===== src/rtl/layer_output_serializer.sv =====
// Collects per-neuron outputs into a frame, then streams it one word per cycle, neuron 0 first.
// Latency: completion in cycle T gives word 0 in T+1 and the last word in T+NEURONS_NUM.
// No backpressure: one frame may wait in the hold buffer; pulses arriving while it waits are dropped and flagged.
module layer_output_serializer #(
    parameter int NEURONS_NUM = 10,
    parameter int DATA_WIDTH  = 16
) (
    input  logic                              clk,
    input  logic                              reset_n,
    input  logic [NEURONS_NUM-1:0]            i_data_in_valid,
    input  logic [NEURONS_NUM*DATA_WIDTH-1:0] i_data_in,
    output logic                              o_data_out_valid,
    output logic [DATA_WIDTH-1:0]             o_data_out,
    output logic                              o_frame_last,
    output logic                              o_busy,
    output logic                              o_overflow,
    output logic                              o_dup_error
);

    localparam int CW = (NEURONS_NUM > 1) ? $clog2(NEURONS_NUM) : 1;
    localparam logic [CW-1:0] LAST_IDX = CW'(NEURONS_NUM - 1);

    typedef logic [NEURONS_NUM-1:0][DATA_WIDTH-1:0] frame_t;
    typedef enum logic {S_IDLE, S_SHIFT} state_t;

    state_t                 state_q, state_d;
    logic [CW-1:0]          cnt_q, cnt_d;
    logic [NEURONS_NUM-1:0] got_q, got_d;
    logic                   pending_q, pending_d;
    logic                   overflow_q, overflow_d;
    logic                   dup_q, dup_d;
    frame_t                 hold_q, hold_d;
    frame_t                 shift_q, shift_d;

    frame_t in_frame;
    frame_t merged;
    logic   complete;
    logic   at_last;
    logic   shifter_free;

    assign in_frame = i_data_in;

    // Merge this cycle's pulses over what has been collected so far.
    always_comb begin
        merged = hold_q;
        for (int k = 0; k < NEURONS_NUM; k++) begin
            if (i_data_in_valid[k]) begin
                merged[k] = in_frame[k];
            end
        end
    end

    assign complete     = !pending_q && (&(got_q | i_data_in_valid));
    assign at_last      = (state_q == S_SHIFT) && (cnt_q == LAST_IDX);
    assign shifter_free = (state_q == S_IDLE) || at_last;

    // Next-state logic: collection, pending hand-off and shifter FSM.
    always_comb begin
        state_d    = state_q;
        cnt_d      = cnt_q;
        got_d      = got_q;
        pending_d  = pending_q;
        overflow_d = overflow_q;
        dup_d      = dup_q;
        hold_d     = hold_q;
        shift_d    = shift_q;

        // Collection while the hold buffer is open; locked while a frame waits.
        if (!pending_q) begin
            hold_d = merged;
            got_d  = got_q | i_data_in_valid;
            if (|(got_q & i_data_in_valid)) begin
                dup_d = 1'b1;
            end
        end else if (|i_data_in_valid) begin
            overflow_d = 1'b1;
        end

        // Shifter advance; a waiting frame follows the last word without a bubble.
        if (state_q == S_SHIFT) begin
            if (!at_last) begin
                cnt_d = cnt_q + CW'(1);
            end else if (pending_q) begin
                shift_d   = hold_q;
                pending_d = 1'b0;
                cnt_d     = '0;
            end else begin
                state_d = S_IDLE;
                cnt_d   = '0;
            end
        end

        // Completed frame goes straight to the shifter if it is free, else waits in hold.
        if (complete) begin
            got_d = '0;
            if (shifter_free) begin
                shift_d = merged;
                state_d = S_SHIFT;
                cnt_d   = '0;
            end else begin
                pending_d = 1'b1;
            end
        end
    end

    // State registers; reset discards any partial or in-flight frame.
    always_ff @(posedge clk or negedge reset_n) begin
        if (!reset_n) begin
            state_q    <= S_IDLE;
            cnt_q      <= '0;
            got_q      <= '0;
            pending_q  <= 1'b0;
            overflow_q <= 1'b0;
            dup_q      <= 1'b0;
            hold_q     <= '0;
            shift_q    <= '0;
        end else begin
            state_q    <= state_d;
            cnt_q      <= cnt_d;
            got_q      <= got_d;
            pending_q  <= pending_d;
            overflow_q <= overflow_d;
            dup_q      <= dup_d;
            hold_q     <= hold_d;
            shift_q    <= shift_d;
        end
    end

    // Output words come from the registered shift buffer; zero whenever not valid.
    always_comb begin
        o_data_out_valid = (state_q == S_SHIFT);
        o_data_out       = '0;
        o_frame_last     = 1'b0;
        if (state_q == S_SHIFT) begin
            o_data_out   = shift_q[cnt_q];
            o_frame_last = (cnt_q == LAST_IDX);
        end
    end

    assign o_busy      = (state_q == S_SHIFT) || pending_q;
    assign o_overflow  = overflow_q;
    assign o_dup_error = dup_q;

endmodule

===== config.mk =====
export PLATFORM = sky130hd
export DESIGN_NAME = layer_output_serializer
export DESIGN_NICKNAME = d
export VERILOG_FILES = /design/src/rtl/layer_output_serializer.sv
export SDC_FILE = /design/constraint.sdc
export NUM_CORES = 1
export LEC_CHECK = 0
export CAP_MARGIN = 20
export CORE_UTILIZATION = 41
export CTS_BUF_LIST = sky130_fd_sc_hd__clkbuf_8
export DETAILED_ROUTE_END_ITERATION = 8
export DONT_BUFFER_PORTS = 1
export PLACE_DENSITY = 0.55
export SKIP_LAST_GASP = 1
export SYNTH_ARGS = -nofsm -noshare
export SYNTH_HDL_FRONTEND = slang
export SYNTH_SLANG_ARGS = --single-unit

===== constraint.sdc =====
create_clock -name clk -period 8.1 [get_ports clk]
set_input_delay 2.025 -clock clk [delete_from_list [all_inputs] [get_ports clk]]
set_output_delay 2.025 -clock clk [all_outputs]
set_load 0.02 [all_outputs]

==> results.md <==
- The detailed router finished its first iteration with 1183 violations.
- Counting every net in the synthesized netlist gives 1717.
- The detail-routed net length per standard cell is 22.11 um.
- The slowest stage of the critical path is the sky130_fd_sc_hd__dfrtp_1 cell.
- The biggest cell delay along the critical path is 0.94 ns.
- The number of global-route vias before repair is 10920.
- The sum of net half-perimeters after detailed placement is 31550 um.
- The synthesized design contains 0 enable-type register cells.
- Of all nets on the critical path, the largest fanout is 22.
- By area, the combinational part of the netlist is dominated by compound AO/OA/AOI/OAI gates.
- The number of gates resized after CTS was 0.
- The endpoint required time on the critical path is 6.08 ns.
- Across the run, the number of max-cap violations was 0.
- The path class of the tightest hold or removal check is flop to flop.
- The floorplan step defined a die boundary enclosing 39000 um2.
- The max-slew violation total from the final report is 0.
- After synthesis, the share of cell area in mux cells is 0.07923.
- The largest net degree at the start of global routing is 339.
- The first-pass iteration count of the detailed router is 9.
- The cell area that synthesis handed to floorplanning was 15670 um2.
- The number of antenna diodes is 0.
- The largest vdd supply drop is 0.1383 mV.
- Setup repair after global routing left no endpoint under its margin.
- The average instance in the mapped netlist occupies 10.15 um2.
- Relative to the synthesized area, the layout overhead comes to 10.93%.
- The final reports fail on design-rule violations.
- The share of async-settable or async-resettable flops after synthesis is 1.000.
- Using the TritonRoute via totals, the vias-per-cell ratio works out to 5.467.
- The number of buffers added by the clock tree synthesis step is 59.
- STA classifies the critical path endpoint as an output pin.
- The initial antenna violation count is 0.
- Counting flops and latches in the post-synthesis netlist gives 338.
- The tightest hold path in the finished design has a slack of 0.5042 ns.
- The first-pass GRT wire length is 69000 um.
- The cell count of the worst reg-to-reg path is 8.
- After clock tree synthesis, the clock-pin slew on the worst setup and hold paths is 0.06 ns.
- The largest buffer count on any clock path is 3.
- The area of the core region is 37670 um2.
- The total of buffers placed on input and output ports is 0.
- The die is 197.5 um wide.
- Of the total synthesized cell area, the portion taken by XOR and XNOR cells is 0.
- The routed layout has 11340 vias.
- TritonCTS built the clock tree.
- The relative slew slack is 0.3093.
- After clock tree synthesis, the setup repair step added 0 buffers.
- The number of clock sinks seen by CTS is 338.
- The library cells used most frequently in the layout, excluding fill and tap cells, are 408 x sky130_fd_sc_hd__inv_1, 337 x sky130_fd_sc_hd__dfrtp_1, 146 x sky130_fd_sc_hd__o21ai_0, 133 x sky130_fd_sc_hd__nand2_1, 128 x sky130_fd_sc_hd__a222oi_1.
- The signal on the critical path passes through nand2b_1, o22ai_1, o22a_1, nor2_1.
- The deepest level of the CTS H-tree is 2.
- The final clock period utilization by the worst path is 0.6288.
- Global routing finished with a remaining overflow of 0.
- The global placement routability congestion is 0.8618.
- The later pin in the worst-skew pair is clocked with a latency of 0.65 ns.
- The compound-gate portion of the synthesized area is 0.1847.
- The number of warning messages in the yosys log is 0.
- The library cell used most frequently in the layout, excluding fill and tap cells, is sky130_fd_sc_hd__inv_1.
- The primary flip-flop cell chosen by synthesis mapping is sky130_fd_sc_hd__dfrtp_1.
- The type of the worst setup path is flop to output pin.
- The netlist uses 45 different library cells.
- The total leakage power is 8.199 nW.
- The final setup violation count is 0.
- The root buffer cell chosen for the clock tree is sky130_fd_sc_hd__clkbuf_8.
- After detailed routing, the number of remaining DRC violations is 37.
- The run finished, with violations left.
- The die extent in y is 197.5 um.
- The adder and majority cell fraction of the synthesized area is 0.001597.
- The achievable frequency is 196.3 MHz.
- The final number of hold-violating endpoints is 0.
- The final setup TNS is 0 ns.
- The simple-gate share of the synthesized area is 0.07300.
- The worst path needs 5.093 ns of the cycle, external delays included.
- The net total in the final layout is 1692.
- The count of hold-fix buffers inserted at cts is 0.
- After technology mapping, the gate count stands at 1543.
- The initial cell density of the core is 0.4159.
- For this design the ratio of total power to cell area is 416.5 nW/um2.
- The worst setup path is launched from a flop.
- The number of stages on the worst hold path is 1.
- Of the cells placed in the final design, the portion with a size suffix greater than 1 is 0.1458.
- In this run the count of I/O pins placed on the die edge is 193.
- Data arrives at the worst endpoint at 3.07 ns.
- At the pin with the least slew margin, the transition time is 1.032 ns.
- The worst clock skew is 0.02663 ns.
- After filler insertion, the fill cell instance count of the layout stands at 3631.
- For this block, the routed nets add up to 45890 um of wire.
- The overall routing resource usage is 0.2363.
- The sequential fraction of the synthesis area is 0.5399.
- The number of standard-cell rows in the floorplan is 71.
- The detail route stage leaves a number of antenna-violating nets equal to 0.
==> logic make-up (layout without fill, tap and decap cells) <==
group / count (synthesis) / in the layout
compound gates: 369 / 369
fa+ha+maj: 2 / 2
buf+inv: 500 / 521
flops: 338 / 338
mux: 96 / 96
simple gates: 238 / 238
==> worst paths after layout <==
| kind | from | to | slack (ns) |
|---|---|---|---|
| worst max-delay path | cnt_q[1]$_DFF_PN0_ | o_data_out[6] | 3.01 |
| worst min-delay path | hold_q[155]$_DFFE_PN0N_ | hold_q[155]$_DFFE_PN0N_ | 0.50 |
| worst max register to register | cnt_q[0]$_DFF_PN0_ | shift_q[43]$_DFF_PN0_ | 4.15 |
| worst min register to register | hold_q[155]$_DFFE_PN0N_ | hold_q[155]$_DFFE_PN0N_ | 0.50 |
| max in group asynchronous | reset_n | shift_q[48]$_DFF_PN0_ | 6.50 |
| min in group asynchronous | reset_n | hold_q[104]$_DFFE_PN0N_ | 1.08 |
==> cell type report <==
class	instances	area, um2	area share
repair buffers	24	245.2	0.01411
flip-flops and latches	338	8462	0.4869
clock buffers	78	1074	0.06178
clock inverters	29	128.9	0.007416
inverters	390	1464	0.08424
multi-input cells	705	5365	0.3087
well taps	511	639.4	0.03679
==> power breakdown <==
| part | total (mW) | switching (mW) | internal (mW) |
|---|---|---|---|
| combinational | 2.54 | 1.37 | 1.17 |
| clock | 1.57 | 0.716 | 0.856 |
| sequential | 3.12 | 0.587 | 2.53 |
| total | 7.24 | 2.68 | 4.56 |
==> through the flow <==
stage,utilization,total power [mW],area (um2),worst slack (ns),std cells
3_5_place_dp,0.4275,5.656,16100,3.528,1964
3_3_place_gp,0.4261,5.575,16050,3.596,1960
5_1_grt,0.4614,7.681,17380,2.882,2075
4_1_cts,0.4594,7.261,17310,2.862,2071
6_report,0.4614,7.237,17380,3.007,2075
2_1_floorplan,-,4.835,15670,4.014,1543
==> worst max-delay path, delay by kind of cell (launching register included) <==
| kind | cells | cell delay [ns] |
|---|---|---|
| AO/OA/AOI/OAI | 2 | 0.53 |
| AND/OR/NAND/NOR | 2 | 0.94 |
| flip-flops | 1 | 0.94 |
==> registers in the layout, indices dropped and copies added (netlist names), named ones only <==
| signal | flops |
|---|---|
| got_q | 10 |
| shift_q | 160 |
| o_data_out_valid | 1 |
| hold_q | 160 |
| o_dup_error | 1 |
| cnt_q | 4 |
| o_overflow | 1 |
==> cells in the mapped netlist (2+ instances only) <==
cell type,instances,area (um2)
sky130_fd_sc_hd__a21o_1,2,15.01
sky130_fd_sc_hd__a222oi_1,128,1281
sky130_fd_sc_hd__a22oi_1,3,22.52
sky130_fd_sc_hd__and3_1,7,43.79
sky130_fd_sc_hd__buf_1,3,11.26
sky130_fd_sc_hd__buf_2,16,80.08
sky130_fd_sc_hd__clkbuf_1,90,337.8
sky130_fd_sc_hd__dfrtp_1,338,8458
sky130_fd_sc_hd__ha_1,2,25.02
sky130_fd_sc_hd__inv_1,390,1464
sky130_fd_sc_hd__mux2_2,64,720.7
sky130_fd_sc_hd__mux2i_1,16,160.2
sky130_fd_sc_hd__mux4_2,16,360.4
sky130_fd_sc_hd__nand2_1,133,499.2
sky130_fd_sc_hd__nand2b_1,2,12.51
sky130_fd_sc_hd__nand3_1,3,15.01
sky130_fd_sc_hd__nand4_1,2,12.51
sky130_fd_sc_hd__nand4b_1,33,289.0
sky130_fd_sc_hd__nor2_1,38,142.6
sky130_fd_sc_hd__nor2b_1,9,56.30
sky130_fd_sc_hd__nor3_1,2,10.01
sky130_fd_sc_hd__nor4_1,3,18.77
sky130_fd_sc_hd__o21ai_0,146,730.7
sky130_fd_sc_hd__o221a_1,20,225.2
sky130_fd_sc_hd__o221a_2,12,135.1
sky130_fd_sc_hd__o22a_1,16,140.1
sky130_fd_sc_hd__o22ai_1,22,137.6
sky130_fd_sc_hd__o311ai_0,2,17.52
sky130_fd_sc_hd__o31a_1,2,17.52
sky130_fd_sc_hd__o31ai_2,7,87.58
sky130_fd_sc_hd__or3_1,2,12.51
==> routing by layer <==
metal,part of all wire,vias to the layer above,global-route usage
met1,0.44,5626,0.3267
li1,-,5272,-
met3,0.093,70,0.07598
met5,0,-,0
met2,0.44,376,0.3475
met4,0.026,0,0.08125
No activity file was read; power rests on OpenSTA's default activity.
